File: config.mk
export PLATFORM = sky130hd
export DESIGN_NAME = udp_payload_gen_flat
export DESIGN_NICKNAME = d
export VERILOG_FILES = /design/src/rtl/udp_payload_gen_pkg.sv /design/src/rtl/udp_payload_gen_if.sv /design/src/rtl/udp_payload_gen.sv /design/src/flat_wrapper.sv
export SDC_FILE = /design/constraint.sdc
export NUM_CORES = 1
export LEC_CHECK = 0
export CORE_AREA = 2 2 269 271
export CTS_CLUSTER_DIAMETER = 200
export DETAILED_ROUTE_END_ITERATION = 7
export DIE_AREA = 0 0 271 273
export GPL_ROUTABILITY_DRIVEN = 0
export HOLD_SLACK_MARGIN = 0.06
export SYNTH_ARGS = -nofsm -noshare
export SYNTH_HDL_FRONTEND = slang
export SYNTH_SLANG_ARGS = --single-unit
File: constraint.sdc
create_clock -name clk -period 8.63 [get_ports clk]
set_input_delay 0.863 -clock clk [delete_from_list [all_inputs] [get_ports clk]]
set_output_delay 0.863 -clock clk [all_outputs]
set_load 0.01 [all_outputs]
File: src/rtl/udp_payload_gen_pkg.sv
// rtl/udp_payload_gen_pkg.sv - shared constants, state enum and keep helper for the UDP payload generator
package udpgen_pkg;

  localparam int BEAT_BYTES = 64;

  typedef enum logic [1:0] {
    ST_IDLE,
    ST_LEN,
    ST_DATA,
    ST_GAP
  } state_t;

  // Byte-enable mask for the final beat: a zero remainder means a full beat.
  function automatic logic [BEAT_BYTES-1:0] keep_mask(input logic [5:0] len_lsb);
    if (len_lsb == 6'd0) begin
      return '1;
    end
    return (64'd1 << len_lsb) - 64'd1;
  endfunction

endpackage

File: src/rtl/udp_payload_gen_if.sv
// rtl/udp_payload_gen_if.sv - length and payload streams between the generator and the UDP formatter
interface udp_payload_gen_if;

  logic [15:0]                          AXIS_LEN_TDATA;
  logic                                 AXIS_LEN_TVALID;
  logic                                 AXIS_LEN_TREADY;
  logic [8*udpgen_pkg::BEAT_BYTES-1:0]  AXIS_TX_TDATA;
  logic [udpgen_pkg::BEAT_BYTES-1:0]    AXIS_TX_TKEEP;
  logic                                 AXIS_TX_TVALID;
  logic                                 AXIS_TX_TLAST;
  logic                                 AXIS_TX_TREADY;

  modport master (
    output AXIS_LEN_TDATA, AXIS_LEN_TVALID,
    input  AXIS_LEN_TREADY,
    output AXIS_TX_TDATA, AXIS_TX_TKEEP, AXIS_TX_TVALID, AXIS_TX_TLAST,
    input  AXIS_TX_TREADY
  );

  modport slave (
    input  AXIS_LEN_TDATA, AXIS_LEN_TVALID,
    output AXIS_LEN_TREADY,
    input  AXIS_TX_TDATA, AXIS_TX_TKEEP, AXIS_TX_TVALID, AXIS_TX_TLAST,
    output AXIS_TX_TREADY
  );

endinterface

File: src/rtl/udp_payload_gen.sv
// rtl/udp_payload_gen.sv - emits a length word then sequence-stamped 512-bit payload beats per packet
module udp_payload_gen
  import udpgen_pkg::*;
#(
  parameter int unsigned MAX_LEN   = 8972,
  parameter logic [7:0]  FILL_BYTE = 8'hA5
) (
  input  logic               clk,
  input  logic               reset,
  input  logic               start,
  input  logic               stop,
  input  logic [15:0]        payload_len,
  input  logic [31:0]        packet_count,
  input  logic [15:0]        gap_cycles,
  output logic               busy,
  output logic               len_error,
  output logic [31:0]        packets_sent,
  udp_payload_gen_if.master  axis
);

  state_t      state_q, state_d;
  logic [15:0] len_q, len_d;
  logic [31:0] count_q, count_d;
  logic [15:0] gap_q, gap_d;
  logic [16:0] last_beat_q, last_beat_d;
  logic [15:0] beat_q, beat_d;
  logic [15:0] gap_cnt_q, gap_cnt_d;
  logic [63:0] seq_q, seq_d;
  logic [31:0] pkts_q, pkts_d;
  logic        len_error_q, len_error_d;
  logic        stop_pend_q, stop_pend_d;
  logic        len_valid_q, len_valid_d;
  logic        tx_valid_q, tx_valid_d;
  logic        busy_q, busy_d;

  logic        len_hs, tx_hs, at_last, len_ok, stop_now;
  logic [16:0] nbeats;
  logic [8*BEAT_BYTES-1:0] tx_data;

  assign len_hs   = len_valid_q & axis.AXIS_LEN_TREADY;
  assign tx_hs    = tx_valid_q & axis.AXIS_TX_TREADY;
  assign at_last  = (17'(beat_q) == last_beat_q);
  assign nbeats   = (17'(payload_len) + 17'd63) >> 6;
  assign len_ok   = (payload_len != 16'd0) && (32'(payload_len) <= MAX_LEN);
  assign stop_now = stop_pend_q | stop;

  // Beat payload is derived from held registers, so it is stable across stalls.
  always_comb begin
    tx_data        = {BEAT_BYTES{FILL_BYTE}};
    tx_data[63:0]  = seq_q;
    tx_data[79:64] = beat_q;
  end

  assign axis.AXIS_LEN_TDATA  = len_q;
  assign axis.AXIS_LEN_TVALID = len_valid_q;
  assign axis.AXIS_TX_TDATA   = tx_data;
  assign axis.AXIS_TX_TKEEP   = at_last ? keep_mask(len_q[5:0]) : '1;
  assign axis.AXIS_TX_TVALID  = tx_valid_q;
  assign axis.AXIS_TX_TLAST   = tx_valid_q & at_last;
  assign busy                 = busy_q;
  assign len_error            = len_error_q;
  assign packets_sent         = pkts_q;

  // Next-state logic: run control, packet sequencing and stop latching at packet boundaries.
  always_comb begin
    state_d     = state_q;
    len_d       = len_q;
    count_d     = count_q;
    gap_d       = gap_q;
    last_beat_d = last_beat_q;
    beat_d      = beat_q;
    gap_cnt_d   = gap_cnt_q;
    seq_d       = seq_q;
    pkts_d      = pkts_q;
    len_error_d = len_error_q;
    stop_pend_d = stop_pend_q;
    len_valid_d = len_valid_q;
    tx_valid_d  = tx_valid_q;

    if (stop && state_q != ST_IDLE) stop_pend_d = 1'b1;

    case (state_q)
      ST_IDLE: begin
        if (start) begin
          if (len_ok) begin
            len_d       = payload_len;
            count_d     = packet_count;
            gap_d       = gap_cycles;
            last_beat_d = nbeats - 17'd1;
            seq_d       = 64'd0;
            pkts_d      = 32'd0;
            len_error_d = 1'b0;
            stop_pend_d = 1'b0;
            len_valid_d = 1'b1;
            state_d     = ST_LEN;
          end else begin
            len_error_d = 1'b1;
          end
        end
      end
      ST_LEN: begin
        if (len_hs) begin
          len_valid_d = 1'b0;
          tx_valid_d  = 1'b1;
          beat_d      = 16'd0;
          state_d     = ST_DATA;
        end
      end
      ST_DATA: begin
        if (tx_hs) begin
          if (at_last) begin
            seq_d      = seq_q + 64'd1;
            pkts_d     = pkts_q + 32'd1;
            tx_valid_d = 1'b0;
            if (stop_now || (count_q != 32'd0 && pkts_q + 32'd1 == count_q)) begin
              stop_pend_d = 1'b0;
              state_d     = ST_IDLE;
            end else if (gap_q != 16'd0) begin
              gap_cnt_d = gap_q - 16'd1;
              state_d   = ST_GAP;
            end else begin
              len_valid_d = 1'b1;
              state_d     = ST_LEN;
            end
          end else begin
            beat_d = beat_q + 16'd1;
          end
        end
      end
      ST_GAP: begin
        if (gap_cnt_q == 16'd0) begin
          if (stop_now) begin
            stop_pend_d = 1'b0;
            state_d     = ST_IDLE;
          end else begin
            len_valid_d = 1'b1;
            state_d     = ST_LEN;
          end
        end else begin
          gap_cnt_d = gap_cnt_q - 16'd1;
        end
      end
      default: state_d = ST_IDLE;
    endcase

    busy_d = (state_d != ST_IDLE);
  end

  // State and output registers; reset abandons any packet in flight immediately.
  always_ff @(posedge clk or posedge reset) begin
    if (reset) begin
      state_q     <= ST_IDLE;
      len_q       <= 16'd0;
      count_q     <= 32'd0;
      gap_q       <= 16'd0;
      last_beat_q <= 17'd0;
      beat_q      <= 16'd0;
      gap_cnt_q   <= 16'd0;
      seq_q       <= 64'd0;
      pkts_q      <= 32'd0;
      len_error_q <= 1'b0;
      stop_pend_q <= 1'b0;
      len_valid_q <= 1'b0;
      tx_valid_q  <= 1'b0;
      busy_q      <= 1'b0;
    end else begin
      state_q     <= state_d;
      len_q       <= len_d;
      count_q     <= count_d;
      gap_q       <= gap_d;
      last_beat_q <= last_beat_d;
      beat_q      <= beat_d;
      gap_cnt_q   <= gap_cnt_d;
      seq_q       <= seq_d;
      pkts_q      <= pkts_d;
      len_error_q <= len_error_d;
      stop_pend_q <= stop_pend_d;
      len_valid_q <= len_valid_d;
      tx_valid_q  <= tx_valid_d;
      busy_q      <= busy_d;
    end
  end

endmodule

File: src/flat_wrapper.sv
// flat-port wrapper written by rule: the top's interface ports become plain ports
module udp_payload_gen_flat import udpgen_pkg::*;
#(
  parameter int unsigned MAX_LEN   = 8972,
  parameter logic [7:0]  FILL_BYTE = 8'hA5
)
  (clk, reset, start, stop, payload_len, packet_count, gap_cycles, busy, len_error, packets_sent, axis_AXIS_LEN_TDATA, axis_AXIS_LEN_TVALID, axis_AXIS_LEN_TREADY, axis_AXIS_TX_TDATA, axis_AXIS_TX_TKEEP, axis_AXIS_TX_TVALID, axis_AXIS_TX_TLAST, axis_AXIS_TX_TREADY);
  udp_payload_gen_if axis_i ();
  input  logic clk;
  input  logic reset;
  input  logic start;
  input  logic stop;
  input  logic [15:0] payload_len;
  input  logic [31:0] packet_count;
  input  logic [15:0] gap_cycles;
  output logic busy;
  output logic len_error;
  output logic [31:0] packets_sent;
  output wire logic [$bits(axis_i.AXIS_LEN_TDATA)-1:0] axis_AXIS_LEN_TDATA;
  output wire logic [$bits(axis_i.AXIS_LEN_TVALID)-1:0] axis_AXIS_LEN_TVALID;
  input wire logic [$bits(axis_i.AXIS_LEN_TREADY)-1:0] axis_AXIS_LEN_TREADY;
  output wire logic [$bits(axis_i.AXIS_TX_TDATA)-1:0] axis_AXIS_TX_TDATA;
  output wire logic [$bits(axis_i.AXIS_TX_TKEEP)-1:0] axis_AXIS_TX_TKEEP;
  output wire logic [$bits(axis_i.AXIS_TX_TVALID)-1:0] axis_AXIS_TX_TVALID;
  output wire logic [$bits(axis_i.AXIS_TX_TLAST)-1:0] axis_AXIS_TX_TLAST;
  input wire logic [$bits(axis_i.AXIS_TX_TREADY)-1:0] axis_AXIS_TX_TREADY;
  assign axis_AXIS_LEN_TDATA = axis_i.AXIS_LEN_TDATA;
  assign axis_AXIS_LEN_TVALID = axis_i.AXIS_LEN_TVALID;
  assign axis_i.AXIS_LEN_TREADY = axis_AXIS_LEN_TREADY;
  assign axis_AXIS_TX_TDATA = axis_i.AXIS_TX_TDATA;
  assign axis_AXIS_TX_TKEEP = axis_i.AXIS_TX_TKEEP;
  assign axis_AXIS_TX_TVALID = axis_i.AXIS_TX_TVALID;
  assign axis_AXIS_TX_TLAST = axis_i.AXIS_TX_TLAST;
  assign axis_i.AXIS_TX_TREADY = axis_AXIS_TX_TREADY;
  udp_payload_gen #(.MAX_LEN(MAX_LEN), .FILL_BYTE(FILL_BYTE)) u_core (.clk(clk), .reset(reset), .start(start), .stop(stop), .payload_len(payload_len), .packet_count(packet_count), .gap_cycles(gap_cycles), .busy(busy), .len_error(len_error), .packets_sent(packets_sent), .axis(axis_i));
endmodule
[Word-level counts from Yosys, hierarchy flattened]
Cells that the tools add are included.
Storage, ports and cells
  bits of input ports: 70
  word-level logic and storage cells: 125
  register bits after elaboration: 216
  output and inout bits: 629
Cells by class
  equal/unequal tests: 17
  add/sub/neg operators: 8
  order comparisons: 1
  shifts and indexed selects: 1
  muxes and demuxes: 58
  reduce and logical (&&, ||, !) cells: 22
  bitwise gates (word level): 4
Operators with widths (number)
  64-bit two-way mux: 7
  16-bit two-way mux: 8
  32-bit two-way mux: 4
  64-bit case mux with 2 select lines: 1
  64-bit by 1-bit adder with 64-bit output, second input constant: 1
  16-bit case mux with 2 select lines: 2
  32-bit case mux with 2 select lines: 1
  1-bit by 6-bit left shift with 64-bit output, first input constant: 1
  64-bit by 1-bit subtractor with 64-bit output, second input constant: 1
  32-bit by 1-bit adder with 32-bit output, second input constant: 1
  32-bit equality test: 1
  16-bit nonzero test: 2
  32-bit nonzero test: 1
  16-bit by 1-bit subtractor with 16-bit output, second input constant: 2
  1-bit two-way mux: 23
  16-bit by 6-bit adder with 17-bit output, second input constant: 1
  16-bit by 17-bit equality test with 1-bit output: 1
  16-bit by 1-bit adder with 16-bit output, second input constant: 1
  16-bit by 14-bit less-or-equal comparator with 1-bit output, second input constant: 1
  16-bit logical NOT: 1
  2-bit two-way mux: 8
  2-bit by 1-bit != test with 1-bit output, second input constant: 6
  2-bit != test, second input constant: 6
  11-bit by 1-bit subtractor with 12-bit output, second input constant: 1
  other kinds (19): 29

[Logic depth before layout (Yosys ltp)]
  depth in word-level cells: 9
  mapped depth: 14
  gate-level depth less buffers: 11

[Worst setup path after synthesis]
OpenSTA, ideal clock, no wires.
  path kind: reg2out
  start point: reg u_core.len_q[3], in the netlist u_core.axis.AXIS_LEN_TDATA[3]
  end point: out axis_AXIS_TX_TKEEP[60]
  setup slack: 4.525 ns
  cell stages (with the launch flop): 13
  arrival time: 3.242 ns
  required time: 7.767 ns
  cells stage by stage: dfrtp_1 > clkbuf_1 > clkbuf_1 > nor2_1 > nand4_1 > ha_1 > buf_1 > a21boi_0 > o21ai_1 > nor3_1 > clkbuf_1 > xnor2_1 > o31ai_1
Between the ends
  cells in the longest elaborated chain, start to end: 4
Ends and longest elaborated chain
  start, declared: RTL line udp_payload_gen.sv:22  | logic [15:0] len_q, len_d;
  start signal, assigned: RTL line udp_payload_gen.sv:168  | len_q <= len_d;
  1-bit by 6-bit left shift with 64-bit output or 6-bit logical NOT (tied branches): RTL line udp_payload_gen_pkg.sv:18, udp_payload_gen_pkg.sv:15
  64-bit by 1-bit subtractor with 64-bit output or 1-bit two-way mux (tied branches): RTL line udp_payload_gen_pkg.sv:18, udp_payload_gen_pkg.sv:15
  64-bit two-way mux *: RTL line udp_payload_gen_pkg.sv:18  | return (64'd1 << len_lsb) - 64'd1;
  64-bit two-way mux *: RTL line udp_payload_gen.sv:57  | assign axis.AXIS_TX_TKEEP = at_last ? keep_mask(len_q[5:0]) : '1;
  end, declared: RTL line flat_wrapper.sv:23  | output wire logic [$bits(axis_i.AXIS_TX_TKEEP)-1:0] axis_AXIS_TX_TKEEP;
Mark *: on every way between the ends. The rest lies on a longest branch, timed or not.

[Final worst setup path]
  start point: reg u_core.len_q[5], in the netlist u_core.axis.AXIS_LEN_TDATA[5]
  end point: out axis_AXIS_TX_TKEEP[42]
The elaborated chain is that of the path after synthesis.

==> impl_results.md <==
- # IOs: 699
- Pre-Repair DR Iteration Count: 7
- Clock tree buffer depth: 3
- Setup TNS: 0 ns
- GRT Overall Usage: 0.136
- Crit-path slowest cell: dfrtp_1
- Lkg Pwr: 8.68 nW
- RSZ-0062 raised after global routing: no
- Worst EP required: 7.77 ns
- Cells after DPL: 3271
- Commonest non-fill, non-tap cells in the layout: 433 x conb_1, 345 x nand2_1, 265 x clkdlybuf4s50_1, 211 x dfrtp_1, 185 x nor2_1
- Number of flops mapped to enable cells by yosys: 0
- Outcome: completed
- HP Class: reg2reg
- CP Data Arrival Time: 5.57 ns
- Worst-margin pin slew: 1.05 ns
- Slew HR: 0.296
- Nets: 2427
- Ranking of synthesized cells by area: dfrtp_1 32%, buf_4 20%, nand2_1 7.8%
- Filler cell count in the final layout: 7702
- R2R depth: 10
- Post-cts sizing count: 0
- Clock Tree Root: clkbuf_16
- CP Max Fanout: 25
- Vert. Die Dim: 273 um
- # clock sinks: 211
- # setup viols final: 0
- Post-synthesis sequential area ratio: 0.318
- Global-route wire length before repair: 79200 um
- Via/cell ratio: 4.26
- Vias in the first global route: 12.4k
- Synth cell types: 75
- Port-buffer cells: 265
- Synthesized instance count: 2136
- Post-synth top area cell: dfrtp_1
- Hold_buf cts: 0
- Area of the multi-input gates: 9220 um^2
- Dpl hpwl: 40800 um
- Total die area: 74000 um^2
- Drt initial violations: 1124
- Initial Util: 0.234
- Placed cell areas: 18600 um^2
- Crit. End Element: primary output
- Worst hold stages: 2
- Clock Skews: 0.0293 ns
- Synth Area per Inst: 7.77 um^2
- Final hold violation count: 0
- CP Class: reg2out
- Max Slew Vio Count: 0
- Seq. cell area: 5280 um^2
- Compound-Gate Fraction of Synth Area: 0.122
- Min Tclk post-route: 6.43 ns
- Ys async rst share: 1.00
- Yosys top cell area share: 0.318
- Commonest non-fill, non-tap cell in the layout: conb_1
- Max Cap Viol: 0
- Final instance area: 19600 um^2
- Power per cell area: 126 nW/um^2
- Initial antenna violation count: 4
- CTS tree: yes
- Clock latency at the later pin of the worst-skew pair: 0.57 ns
- Via Count: 14.1k
- DRT antenna net count: 0
- Seq cells post-synth: 211
- CTS buffer count: 28
- Fin crit share: 0.745
- Post-synthesis adder-cell area fraction: 0.00452
- Non-Filler Instances: 3321
- Warnings from Yosys: 0
- Achievable frequency: 156 MHz
- Area grow syn2layout: 18.3%
- Fraction of layout cells with a size suffix above 1: 0.0401
- Pin count of the biggest net entering global routing: 112
- Synth Flop Type: dfrtp_1
- Worst VDD drop: 0.000139 V
- Std-Cell Rows: 98
- DRC Markers: 0
- Crit-path max cell delay: 0.89 ns
- XOR/XNOR share of the synthesized area: 0.0765
- Mapped cell area: 16600 um^2
- Critical path cell sequence: inv_1 > nand4_1 > ha_1 > a21boi_0 > o21ai_1 > nor2_1 > o21ai_0 > a21oi_1 > o21ai_0 > nand3_1 > clkdlybuf4s50_1
- Total power: 2.47 mW
- Core ar.: 71000 um^2
- Clock-pin transition on the worst setup and hold timing paths: 0.06 ns
- Post-CTS Setup Repair Bufs: 0
- Largest family of logic cells by synthesized area: simple AND/OR/NAND/NOR gates
- Crit path top cell by count: o21ai_0
- Avg WL per Cell: 16.3 um
- GRT Residual Overflow: 0
- Crit path launch type: register
- Simple-gate portion of the synthesized area: 0.242
- Die width: 271 um
- CTS H-tree depth: 1
- Mux contribution to synthesized area: 0.00995
- Drt total wl: 54200 um
[synth_stat cells, types with 33 or more instances]
cell type    n
buf_4      433
nand2_1    345
dfrtp_1    211
nor2_1     185
o21ai_0    142
xnor2_1     79
clkbuf_1    74
xor2_1      66
a21oi_1     65
nand3_1     62
nor3_1      51
inv_1       34
nor4_1      34
nand4_1     33
[metrics by stage]
step,setup slack [ns],util,hold slack (ns)
final,2.20,0.277,0.485
after global routing,1.81,0.277,0.516
after floorplan,2.00,-,0.459
after CTS,2.25,0.277,0.489
after detailed placement,2.90,0.262,0.467
after global placement,3.11,0.262,0.463
[power breakdown]
| part | internal (mW) | switching (mW) | leakage (nW) | total (mW) |
|---|---|---|---|---|
| registers | 0.990 | 0.00000000000000000560 | 2.86 | 0.990 |
| clock network | 0.853 | 0.474 | 0.506 | 1.33 |
| logic | 0.0331 | 0.125 | 5.32 | 0.158 |
| total | 1.88 | 0.598 | 8.68 | 2.47 |
[critical path, delay by kind of cell, from the launching register on]
family,cells,cell delay (ns)
AND/OR/NAND/NOR,3,1.09
buffers and inverters,2,1.00
adder cells (fa/ha/maj),1,0.32
flip-flops,1,0.89
AO/OA/AOI/OAI,5,1.68
[worst paths after layout]
path | start | to | slack, ns
min | u_core.axis.AXIS_LEN_TDATA[13] | u_core.axis.AXIS_LEN_TDATA[13] | 0.49
max in group asynchronous | reset | u_core.gap_q[10] | 6.33
max | u_core.axis.AXIS_LEN_TDATA[5] | axis_AXIS_TX_TKEEP[42] | 2.20
min in group asynchronous | reset | u_core.seq_q[45] | 0.90
max reg2reg | u_core.packets_sent[0] | u_core.gap_cnt_q[0] | 3.71
min reg2reg | u_core.axis.AXIS_LEN_TDATA[13] | u_core.axis.AXIS_LEN_TDATA[13] | 0.49
[sequential cells by signal, indices dropped and copies added (netlist names)]
signal	cells
u_core.seq_q	64
u_core.count_q	32
u_core.packets_sent	32
u_core.axis.AXIS_LEN_TDATA	16
u_core.beat_q	16
u_core.gap_cnt_q	16
u_core.gap_q	16
u_core.last_beat_q	12
u_core.state_q	2
u_core.axis.AXIS_LEN_TVALID	1
u_core.axis.AXIS_TX_TVALID	1
u_core.busy	1
u_core.len_error	1
u_core.stop_pend_q	1
[cell type report]
cell class / instances / share of cell area
multi-input cells: 1794 / 0.469
flip-flops and latches: 211 / 0.269
repair buffers: 281 / 0.141
well taps: 950 / 0.0605
clock buffers: 37 / 0.0405
clock inverters: 12 / 0.0125
inverters: 35 / 0.00707
diodes: 1 / 0.000127
[routing by layer]
layer  GRT usage  share of wire  vias up
met4      0.0368          0.024        0
met1       0.176           0.43     6654
met3      0.0189          0.059       80
met2       0.238           0.49      596
met5           0              0        -
li1            -              -     6802
[kinds of logic after synthesis]
family / Yosys count
AOI/OAI and AO/OA: 332
xor gates and xnor gates: 145
adders and majority gates: 6
buffers and inverters: 562
DFF: 211
muxes: 16
other: 2
and+or+nand+nor: 862
Power figures use the tool's default switching activity.
==> RTL change, RTL diff (same settings) <==
Re-encode `state_t` (4 states) as one-hot, 4 bits wide.
--- a/src/rtl/udp_payload_gen_pkg.sv
+++ b/src/rtl/udp_payload_gen_pkg.sv
@@ -3,11 +3,11 @@
 
   localparam int BEAT_BYTES = 64;
 
-  typedef enum logic [1:0] {
-    ST_IDLE,
-    ST_LEN,
-    ST_DATA,
-    ST_GAP
+  typedef enum logic [3:0] {
+    ST_IDLE = 4'b0001,
+    ST_LEN  = 4'b0010,
+    ST_DATA = 4'b0100,
+    ST_GAP  = 4'b1000
   } state_t;
 
   // Byte-enable mask for the final beat: a zero remainder means a full beat.
Behaviour: same outputs for any inputs over 4 cycles, from zero or initial values and one cycle with reset high; so few cycles prove little.
==> RTL change against the unedited design <==
Final area decreased by 2.3%. Synthesized cell count is 4.0% lower. Maximum frequency up 6.3%. Core utilization down 0.63 points. Routed wire length down 9.1%. Sequential cell count grew 2. Setup slack improved by 0.38 ns. Area after synthesis shrank 2.2%. Critical path type unchanged. Critical endpoint is now axis_AXIS_TX_TKEEP[50].
Power is not compared: it rests on default switching activity, and its combinational part moved more than twofold at a synthesized area within 25%.
==> RTL change: results (changes against the unedited design) <==
| Metric | Value |
|---|---|
| Global-route wire length before repair | 73700 um (was 79200 um) |
| Mapped Avg Cell Area | 7.92 sq um (was 7.77 sq um) |
| Num CTS Buffers | 27 (was 28) |
| Met1 wire length | 21100 um (was 23100 um) |
| Met2 usage | 0.202 (was 0.238) |
| Reg-to-reg setup timing slack | 4.37 ns (was 3.71 ns) |
| Vias per inst | 4.23 (was 4.26) |
| Vias in the first global route | 12300 (was 12400) |
| FILL cells | 7809 (was 7702) |
| Initial antenna violation count | 0 (was 4) |
| Fraction of layout cells with a size suffix above 1 | 0.0420 (was 0.0401) |
| Critical path arrival | 5.18 ns (was 5.57 ns) |
| Hold Crit Endpoint | u_core.axis.AXIS_LEN_TDATA[11] (was u_core.axis.AXIS_LEN_TDATA[13]) |
| Netlist cell types | 77 (was 75) |
| Nets@finish | 2343 (was 2427) |
| Hold Path Origin | u_core.axis.AXIS_LEN_TDATA[11] (was u_core.axis.AXIS_LEN_TDATA[13]) |
| Outcome | finished clean (unchanged) |
| Synth cell count leaders | buf_4, nand2_1, dfrtp_1, nor2_1, o21ai_0 (unchanged) |
| Via count | 13700 (was 14100) |
| DR WL met3 | 4190 um (was 3200 um) |
| Top post-synthesis cells by area | dfrtp_1, buf_4, nand2_1 (unchanged) |
| Worst rel slew slack | 0.129 (was 0.296) |
| Met2 WL | 23100 um (was 26600 um) |
| 1st-iter DRT viols | 983 (was 1124) |
| Seq/Total Area, Yosys | 0.328 (was 0.318) |
| Crit Reg-Reg Startpoint | u_core.beat_q[12] (was u_core.packets_sent[0]) |
| WHS | 0.480 ns (was 0.485 ns) |
| Critical Path Fanout Max | 26 (was 25) |
RTL change: changes by cell type in the layout (fill, tap and decap cells not counted), sizes merged, moves of 5 or more:
cell | before | now
inv | 35 | 24
o211ai | 13 | 8
nor2b | 12 | 7
o21ai | 144 | 114
o31ai | 16 | 22
xor2 | 66 | 77
a31o | 5 | 0
nor3 | 52 | 60
nand2 | 346 | 330
and2 | 19 | 24
or3 | 29 | 14
and3 | 28 | 22
a211oi | 12 | 2
mux2i | 12 | 3
RTL change: worst max-delay path by stage:
stage / from / end / slack (ns) / cells after the start
2_1_floorplan: reset / u_core.axis.AXIS_LEN_TDATA[0] / 1.95 / 1
3_3_place_gp: u_core.axis.AXIS_LEN_TDATA[2] / axis_AXIS_TX_TKEEP[50] / 3.40 / 13
3_5_place_dp: u_core.axis.AXIS_LEN_TDATA[2] / axis_AXIS_TX_TKEEP[56] / 3.35 / 11
4_1_cts: u_core.axis.AXIS_LEN_TDATA[2] / axis_AXIS_TX_TKEEP[50] / 2.72 / 13
5_1_grt: u_core.axis.AXIS_LEN_TDATA[2] / axis_AXIS_TX_TKEEP[14] / 2.15 / 11
6_report: u_core.axis.AXIS_LEN_TDATA[2] / axis_AXIS_TX_TKEEP[50] / 2.58 / 13
RTL change: logic make-up (layout without fill, tap and decap cells):
logic type,after synthesis,after routing,share of synthesized area
AOI/OAI and AO/OA,288,288,0.110
xor gates and xnor gates,155,155,0.0836
other,2,434,0.000462
buffers and inverters,546,352,0.228
DFF,213,213,0.328
and+or+nand+nor,833,833,0.241
adders and majority gates,6,6,0.00462
muxes,7,7,0.00462
RTL change: worst max-delay path, stage by stage (launching register included):
cell             delay (ns)
dfrtp_1                0.71
inv_1                  0.52
nand2_1                0.20
nor4_1                 0.33
nand2b_1               0.13
ha_1                   0.38
o31ai_1                0.29
nor2_1                 0.17
a31oi_1                0.56
a21oi_1                0.22
nor4_1                 0.23
a21oi_1                0.07
o211ai_1               0.21
clkdlybuf4s50_1        0.59
RTL change: layout make-up:
class,instances,area [sq um],area share
clock inverter,10,134,0.00698
multi-input combinational,1722,8870,0.462
timing repair buffer,280,2780,0.145
inverter,23,93.8,0.00489
sequential,213,5330,0.278
tap,950,1190,0.0619
antenna,1,2.50,0.000130
clock buffer,39,791,0.0412
RTL change: power by group through the flow:
stage	clock network (W)	logic [W]	registers, W
finish	0.00120	0.000802	0.00120
global placement	0	0.000790	0.00121
CTS	0.00125	0.000795	0.00120
detailed placement	0	0.000791	0.00122
global route	0.00128	0.000891	0.00121
floorplan	0	0.000697	0.00116
RTL change: stage by stage:
step / area, sq um / worst slack [ns]
2_1_floorplan: 17900 / 1.95
3_3_place_gp: 18300 / 3.40
3_5_place_dp: 18300 / 3.35
4_1_cts: 19200 / 2.72
5_1_grt: 19200 / 2.15
6_report: 19200 / 2.58
